### src/rtl/apb_arb_pkg.sv
// Shared types and helpers for the APB master arbiter.
// Purely declarative: no logic, no latency, no flow control.
package apb_arb_pkg;

    typedef enum logic [1:0] {IDLE, SETUP, ACCESS, RESP} state_t;

    localparam int SLV_IDX_W = 4;

    function automatic logic [(1 << SLV_IDX_W)-1:0] onehot(input logic [SLV_IDX_W-1:0] idx);
        onehot      = '0;
        onehot[idx] = 1'b1;
    endfunction

endpackage

### src/rtl/rr_arbiter.sv
// Round-robin pick of the first set request after ptr, wrapping around.
// Latency: purely combinational.
// Backpressure: none; the parent decides when a grant is consumed.
module rr_arbiter #(
    parameter int N     = 2,
    parameter int PTR_W = 1
) (
    input  logic [N-1:0]     req,
    input  logic [PTR_W-1:0] ptr,
    output logic [N-1:0]     grant_oh,
    output logic [PTR_W-1:0] grant_idx
);

    logic found;

    // First pass covers the indices above ptr, second pass wraps to 0..ptr.
    always_comb begin
        grant_oh  = '0;
        grant_idx = '0;
        found     = 1'b0;
        for (int j = 0; j < N; j++) begin
            if (!found && req[j] && (j > int'(ptr))) begin
                found       = 1'b1;
                grant_oh[j] = 1'b1;
                grant_idx   = PTR_W'(j);
            end
        end
        for (int j = 0; j < N; j++) begin
            if (!found && req[j]) begin
                found       = 1'b1;
                grant_oh[j] = 1'b1;
                grant_idx   = PTR_W'(j);
            end
        end
    end

endmodule

### src/rtl/apb_master_arbiter.sv
// Shares one APB bus between REQ_NUM requesters with round-robin grant.
// Latency: accept c0, SETUP c1, ACCESS c2.., rsp_valid one cycle after pready.
// Backpressure: req_ready pulses only in IDLE; other requests wait, no queueing.
module apb_master_arbiter
    import apb_arb_pkg::*;
#(
    parameter int REQ_NUM     = 2,
    parameter int ADDR_WIDTH  = 32,
    parameter int PADDR_WIDTH = 16,
    parameter int DATA_WIDTH  = 32,
    parameter int PSLV_NUM    = 5,
    parameter int TIMEOUT     = 16
) (
    input  logic                              hclk,
    input  logic                              hresetn,
    input  logic [REQ_NUM-1:0]                req_valid,
    output logic [REQ_NUM-1:0]                req_ready,
    input  logic [REQ_NUM*ADDR_WIDTH-1:0]     req_addr,
    input  logic [REQ_NUM-1:0]                req_write,
    input  logic [REQ_NUM*DATA_WIDTH-1:0]     req_wdata,
    input  logic [REQ_NUM*DATA_WIDTH/8-1:0]   req_wstrb,
    output logic [REQ_NUM-1:0]                rsp_valid,
    output logic [DATA_WIDTH-1:0]             rsp_rdata,
    output logic                              rsp_err,
    output logic [PADDR_WIDTH-1:0]            paddr,
    output logic [PSLV_NUM-1:0]               psel,
    output logic                              penable,
    output logic                              pwrite,
    output logic [DATA_WIDTH-1:0]             pwdata,
    output logic [DATA_WIDTH/8-1:0]           pstrb,
    input  logic [PSLV_NUM-1:0]               pready_i,
    input  logic [PSLV_NUM*DATA_WIDTH-1:0]    prdata_i
);

    localparam int PTR_W  = (REQ_NUM > 1) ? $clog2(REQ_NUM) : 1;
    localparam int SIDX_W = (PSLV_NUM > 1) ? $clog2(PSLV_NUM) : 1;
    localparam int CNT_W  = (TIMEOUT > 0) ? $clog2(TIMEOUT + 1) : 1;
    localparam int STRB_W = DATA_WIDTH / 8;

    state_t                  state_q, state_d;
    logic [PTR_W-1:0]        ptr_q, ptr_d, gnt_q, gnt_d;
    logic [SIDX_W-1:0]       sidx_q, sidx_d;
    logic [CNT_W-1:0]        cnt_q, cnt_d;
    logic [PSLV_NUM-1:0]     psel_q, psel_d;
    logic                    penable_q, penable_d, pwrite_q, pwrite_d;
    logic [PADDR_WIDTH-1:0]  paddr_q, paddr_d;
    logic [DATA_WIDTH-1:0]   pwdata_q, pwdata_d, rsp_rdata_q, rsp_rdata_d;
    logic [STRB_W-1:0]       pstrb_q, pstrb_d;
    logic [REQ_NUM-1:0]      rsp_valid_q, rsp_valid_d;
    logic                    rsp_err_q, rsp_err_d;

    logic [REQ_NUM-1:0]      arb_oh, gnt_oh;
    logic [PTR_W-1:0]        arb_idx;
    logic [ADDR_WIDTH-1:0]   cand_addr;
    logic [SLV_IDX_W-1:0]    cand_sidx;
    logic [(1 << SLV_IDX_W)-1:0] slv_oh;
    logic                    unused_bits;

    rr_arbiter #(.N(REQ_NUM), .PTR_W(PTR_W)) u_rr (
        .req       (req_valid),
        .ptr       (ptr_q),
        .grant_oh  (arb_oh),
        .grant_idx (arb_idx)
    );

    assign cand_addr   = req_addr[arb_idx*ADDR_WIDTH +: ADDR_WIDTH];
    assign cand_sidx   = cand_addr[PADDR_WIDTH +: SLV_IDX_W];
    assign slv_oh      = onehot(cand_sidx);
    assign unused_bits = ^{cand_addr, slv_oh};

    always_comb begin
        gnt_oh         = '0;
        gnt_oh[gnt_q]  = 1'b1;
    end

    always_comb begin
        state_d     = state_q;
        ptr_d       = ptr_q;
        gnt_d       = gnt_q;
        sidx_d      = sidx_q;
        cnt_d       = cnt_q;
        psel_d      = psel_q;
        penable_d   = penable_q;
        paddr_d     = paddr_q;
        pwrite_d    = pwrite_q;
        pwdata_d    = pwdata_q;
        pstrb_d     = pstrb_q;
        rsp_valid_d = rsp_valid_q;
        rsp_rdata_d = rsp_rdata_q;
        rsp_err_d   = rsp_err_q;
        req_ready   = '0;
        case (state_q)
            IDLE: begin
                if (|req_valid) begin
                    // Gated so nothing is accepted while reset is held.
                    req_ready = arb_oh & {REQ_NUM{hresetn}};
                    gnt_d     = arb_idx;
                    if (int'(cand_sidx) < PSLV_NUM) begin
                        sidx_d   = SIDX_W'(cand_sidx);
                        psel_d   = slv_oh[PSLV_NUM-1:0];
                        paddr_d  = cand_addr[PADDR_WIDTH-1:0];
                        pwrite_d = req_write[arb_idx];
                        pwdata_d = req_wdata[arb_idx*DATA_WIDTH +: DATA_WIDTH];
                        pstrb_d  = req_write[arb_idx] ? req_wstrb[arb_idx*STRB_W +: STRB_W] : '0;
                        state_d  = SETUP;
                    end else begin
                        rsp_err_d   = 1'b1;
                        rsp_rdata_d = '0;
                        state_d     = RESP;
                    end
                end
            end
            SETUP: begin
                penable_d = 1'b1;
                cnt_d     = '0;
                state_d   = ACCESS;
            end
            ACCESS: begin
                if (pready_i[sidx_q]) begin
                    rsp_rdata_d = pwrite_q ? '0 : prdata_i[sidx_q*DATA_WIDTH +: DATA_WIDTH];
                    rsp_err_d   = 1'b0;
                    rsp_valid_d = gnt_oh;
                    psel_d      = '0;
                    penable_d   = 1'b0;
                    state_d     = RESP;
                end else begin
                    if (cnt_q != CNT_W'(TIMEOUT)) cnt_d = cnt_q + CNT_W'(1);
                    if ((TIMEOUT != 0) && (cnt_q == CNT_W'(TIMEOUT - 1))) begin
                        rsp_rdata_d = '0;
                        rsp_err_d   = 1'b1;
                        rsp_valid_d = gnt_oh;
                        psel_d      = '0;
                        penable_d   = 1'b0;
                        state_d     = RESP;
                    end
                end
            end
            RESP: begin
                // Decode errors arrive with rsp_valid still low and spend one extra cycle here.
                if (|rsp_valid_q) begin
                    rsp_valid_d = '0;
                    ptr_d       = gnt_q;
                    state_d     = IDLE;
                end else begin
                    rsp_valid_d = gnt_oh;
                end
            end
            default: state_d = IDLE;
        endcase
    end

    always_ff @(posedge hclk or negedge hresetn) begin
        if (!hresetn) begin
            state_q     <= IDLE;
            ptr_q       <= PTR_W'(REQ_NUM - 1);
            gnt_q       <= '0;
            sidx_q      <= '0;
            cnt_q       <= '0;
            psel_q      <= '0;
            penable_q   <= 1'b0;
            paddr_q     <= '0;
            pwrite_q    <= 1'b0;
            pwdata_q    <= '0;
            pstrb_q     <= '0;
            rsp_valid_q <= '0;
            rsp_rdata_q <= '0;
            rsp_err_q   <= 1'b0;
        end else begin
            state_q     <= state_d;
            ptr_q       <= ptr_d;
            gnt_q       <= gnt_d;
            sidx_q      <= sidx_d;
            cnt_q       <= cnt_d;
            psel_q      <= psel_d;
            penable_q   <= penable_d;
            paddr_q     <= paddr_d;
            pwrite_q    <= pwrite_d;
            pwdata_q    <= pwdata_d;
            pstrb_q     <= pstrb_d;
            rsp_valid_q <= rsp_valid_d;
            rsp_rdata_q <= rsp_rdata_d;
            rsp_err_q   <= rsp_err_d;
        end
    end

    assign psel      = psel_q;
    assign penable   = penable_q;
    assign paddr     = paddr_q;
    assign pwrite    = pwrite_q;
    assign pwdata    = pwdata_q;
    assign pstrb     = pstrb_q;
    assign rsp_valid = rsp_valid_q;
    assign rsp_rdata = rsp_rdata_q;
    assign rsp_err   = rsp_err_q;

endmodule

### config.mk
export PLATFORM = sky130hd
export DESIGN_NAME = apb_master_arbiter
export DESIGN_NICKNAME = d
export VERILOG_FILES = /design/src/rtl/apb_arb_pkg.sv /design/src/rtl/rr_arbiter.sv /design/src/rtl/apb_master_arbiter.sv
export SDC_FILE = /design/constraint.sdc
export NUM_CORES = 1
export LEC_CHECK = 0
export ABC_AREA = 1
export CORE_AREA = 2 2 184 114
export CTS_CLUSTER_SIZE = 24
export DETAILED_ROUTE_END_ITERATION = 10
export DIE_AREA = 0 0 186 116
export PLACE_DENSITY = 0.77
export SLEW_MARGIN = 40
export SYNTH_ARGS = -nofsm -noshare
export SYNTH_HDL_FRONTEND = slang
export SYNTH_SLANG_ARGS = --single-unit
### constraint.sdc
create_clock -name hclk -period 1.5 [get_ports hclk]
set_input_delay 0.225 -clock hclk [delete_from_list [all_inputs] [get_ports hclk]]
set_output_delay 0.225 -clock hclk [all_outputs]
set_load 0.05 [all_outputs]
==> qor_table.md <==
| Result | This run | Unit |
| --- | --- | --- |
| Initial cell density of the core | 0.347 | - |
| DRC | 0 | - |
| Fraction of registers with async set or reset after synthesis | 1.00 | - |
| Actual slew at the worst max-slew pin | 633 | ps |
| Critical Path AT | 2070 | ps |
| P&R area growth vs syn | 89.7 | % |
| Full die area | 21600 | µm² |
| Clock-pin slew reported for the worst setup and hold paths after clock tree synthesis | 70 | ps |
| Number of vias after detailed routing | 8388 | - |
| Number of standard cells in the final layout excluding fillers | 1707 | - |
| Maximum buffer depth of the clock tree | 2 | - |
| Part of the cycle the worst path needs | 1.22 | - |
| Number of cells after detailed placement | 1652 | - |
| I/O Buffers | 378 | - |
| Synth warnings | 0 | - |
| Highest achievable clock rate | 545 | MHz |
| Class of the tightest hold or removal check | input port to asynchronous set/reset pin | - |
| Die outline height | 116 | µm |
| FF/Latch Area | 2660 | µm² |
| Commonest register cell after synthesis | sky130_fd_sc_hd__dfrtp_1 | - |
| Clk sink count | 106 | - |
| Count of distinct cell types in the synthesized netlist | 30 | - |
| Leading cell type in the layout, fill and taps excluded | sky130_fd_sc_hd__nand2_1 | - |
| Max-cap viol count | 0 | - |
| Setup Crit Path Kind | flop to flop | - |
| CP max stage delay | 560 | ps |
| Avg Cell Area, Syn | 6.87 | µm² |
| Global Route Usage Sum | 0.245 | - |
| Area of the placeable core | 19800 | µm² |
| FP Rows | 40 | - |
| Final setup violating endpoints | 106 | - |
| Sequential area share after synthesis | 0.387 | - |
| Die extent in x | 186 | µm |
| Violations in the final reports | negative hold slack, negative setup slack | - |
| Maximum fanout along the worst path | 8 | - |
| Filler Cells Inserted | 1562 | - |
| Worst supply voltage drop on vdd | 1.15 | mV |
| Total standard cell area after synthesis | 6860 | µm² |
| Quantity of hold-fixing buffers added after cts | 0 | - |
| Core Util, Final | 0.658 | - |
| Clock tree from TritonCTS | built | - |
| Aggregate global routing overflow | 0 | - |
| Number of antenna violations at the first check in global routing | 0 | - |
| Fraction of final layout cells with drive strength greater than 1 | 0.281 | - |
| Number of search-and-repair iterations in the first detailed-routing pass | 5 | - |
| Synth Instances | 998 | - |
| Period minus WS final | 1840 | ps |
| First-pass GRT wire length | 41.4 | mm |
| Cells along the critical path | nand2_4 > nand2_8 > nand2_4 > nand2_4 > nand2_2 > nand2_2 > nand3_4 > buf_6 > clkbuf_16 > nand2_2 > nand2_1 | - |
| Placer Congestion | 0.819 | - |
| Slowest cell on crit path | sky130_fd_sc_hd__dfstp_2 | - |
| Number of vias per cell after detailed routing | 4.91 | - |
| Via count of the first global-routing pass | 7967 | - |
| Commonest cells after routing, fill and taps aside | 326 x sky130_fd_sc_hd__nand2_1, 280 x sky130_fd_sc_hd__clkdlybuf4s50_1, 135 x sky130_fd_sc_hd__nand3_1 | - |
| Clock tree root driver cell | sky130_fd_sc_hd__clkbuf_16 | - |
| Final max-slew violation count | 0 | - |
| Number of failing hold endpoints at the final stage | 15 | - |
| Largest net degree at the start of global routing | 107 | - |
| Syn nets | 1312 | - |
| Level count of the clock H-tree | 3 | - |
| Critical path data required time | 1730 | ps |
| Max transition margin | 0.578 | - |
| Smallest hold slack | -36.3 | ps |
| Insertion delay of the later-clocked pin in the worst-skew pair | 360 | ps |
| CP startpoint kind | flop | - |
| I/O pin count | 403 | - |
| Worst Setup End Kind | flop | - |
| Number of synthesized register bits | 106 | - |
| Power per standard cell area | 1890 | nW/µm² |
| Number of buffers created by CTS | 9 | - |
| Post-synth EDFFs | 0 | - |
| Violation count after the first detailed-routing iteration | 460 | - |
| Reported leakage power | 6.19 | nW |
| Post-DP HPWL | 20.6 | mm |
| Antenna cell count | 0 | - |
| Run status | complete, but fails checks | - |
| Post-layout worst setup margin | -336 | ps |
| Clock Skews | 12.8 | ps |
| Post-layout nets | 1743 | - |
| Remaining number of nets flagged by the antenna check after routing | 0 | - |
| Setup repair after global routing missed its margin | yes | - |
| Area of the multi-input gates | 4230 | µm² |
| Drt wl/cell | 17.5 | µm |
| Final routed wirelength across all metal layers | 29.8 | mm |
[through the flow]
stage | setup slack (ps) | hold WS (ps) | TNS (ps) | power, W | area, µm²
after floorplan | -154 | -70.6 | -8130 | 0.0138 | 7070
after global placement | -435 | 405 | -37740 | 0.0197 | 11700
after detailed placement | -489 | 402 | -43390 | 0.0199 | 11700
after CTS | -228 | 18.6 | -17930 | 0.0230 | 12200
after global routing | -414 | 17.6 | -35690 | 0.0260 | 13000
final | -336 | -36.3 | -27380 | 0.0246 | 13000
[path summary, 6_finish.rpt]
| path | from | to | slack (ps) | depth (start not counted) |
|---|---|---|---|---|
| setup reg to reg | ptr_q$_DFFE_PN1P_ | pwdata[21]$_DFFE_PN0P_ | -340 | 11 |
| setup / recovery | ptr_q$_DFFE_PN1P_ | pwdata[21]$_DFFE_PN0P_ | -340 | 11 |
| hold reg to reg | rsp_rdata[2]$_DFFE_PN0P_ | rsp_rdata[2]$_DFFE_PN0P_ | 480 | 2 |
| hold / removal | hresetn | paddr[2]$_DFFE_PN0P_ | -40 | 2 |
| min in group hclk | rsp_rdata[2]$_DFFE_PN0P_ | rsp_rdata[2]$_DFFE_PN0P_ | 480 | 2 |
| max in group asynchronous | hresetn | pwdata[4]$_DFFE_PN0P_ | 1020 | 2 |
[cells in the mapped netlist, types with 2 or more instances]
master                       n  area (µm²)
sky130_fd_sc_hd__buf_1       5        18.8
sky130_fd_sc_hd__inv_1      54         203
sky130_fd_sc_hd__nand2_1   395        1480
sky130_fd_sc_hd__nor3_1      8        40.0
sky130_fd_sc_hd__clkbuf_1   23        86.3
sky130_fd_sc_hd__or2_1       2        12.5
sky130_fd_sc_hd__nand2_4     2        22.5
sky130_fd_sc_hd__buf_2      28         140
sky130_fd_sc_hd__nand2_2     8        50.1
sky130_fd_sc_hd__nor2_1     39         146
sky130_fd_sc_hd__inv_2       6        22.5
sky130_fd_sc_hd__ha_1        7        87.6
sky130_fd_sc_hd__or2_2      47         294
sky130_fd_sc_hd__o21ai_0    54         270
sky130_fd_sc_hd__o211ai_1   39         293
sky130_fd_sc_hd__nand3b_1    3        22.5
sky130_fd_sc_hd__nand4_1     3        18.8
sky130_fd_sc_hd__o211ai_2    9         113
sky130_fd_sc_hd__buf_4       4        30.0
sky130_fd_sc_hd__buf_6       4        45.0
sky130_fd_sc_hd__dfrtp_1   105        2630
sky130_fd_sc_hd__nand3_1   145         726
[state kept, by name (all words and copies together), names as in the netlist]
| name | count |
|---|---|
| pwdata | 32 |
| rsp_rdata | 32 |
| paddr | 16 |
| cnt_q | 5 |
| psel | 5 |
| pstrb | 4 |
| sidx_q | 3 |
| rsp_valid | 2 |
| state_q | 2 |
| gnt_q | 1 |
| penable | 1 |
| ptr_q | 1 |
| pwrite | 1 |
| rsp_err | 1 |
[metal layers]
metal / wire (µm) / GRT usage
met1: 13000 / 0.318
met2: 14000 / 0.409
met3: 1960 / 0.0537
met4: 799 / 0.0798
met5: 0 / 0
[logic make-up (layout without fill, tap and decap cells)]
kind of cell | Yosys count | after routing | synth area share
xor+xnor | 1 | 1 | 0.00128
buf+inv | 125 | 561 | 0.0818
fa+ha+maj | 7 | 7 | 0.0128
compound gates | 105 | 105 | 0.103
simple gates | 654 | 654 | 0.414
flops | 106 | 106 | 0.387
[area by class of cell]
cell class / instances / share of cell area
Tap cell: 273 / 0.0263
Inverter: 60 / 0.0196
Multi-Input combinational cell: 767 / 0.325
Sequential cell: 106 / 0.204
Clock inverter: 6 / 0.00385
Clock buffer: 10 / 0.0184
Timing Repair Buffer: 485 / 0.403
[worst max-delay path: cells and delay by family, from the launching register on]
family | cells | cell delay [ps]
DFF | 1 | 560
and+or+nand+nor | 9 | 810
buffers and inverters | 2 | 350
[timing repair]
action,CTS,global route
resized for setup,54,130
setup buffers,14,18
gates cloned,2,10
endpoints found under the setup margin,107,107
pin swaps,8,73
[where the power goes]
| group | internal (W) | leakage (nW) | total, W | switching, W |
|---|---|---|---|---|
| Combinational | 0.00696 | 4.67 | 0.0172 | 0.0103 |
| Clock | 0.00119 | 0.141 | 0.00236 | 0.00117 |
| Sequential | 0.00400 | 1.38 | 0.00504 | 0.00104 |
| Total | 0.0121 | 6.19 | 0.0246 | 0.0125 |
Note: power is estimated with default switching activity, not from simulation.
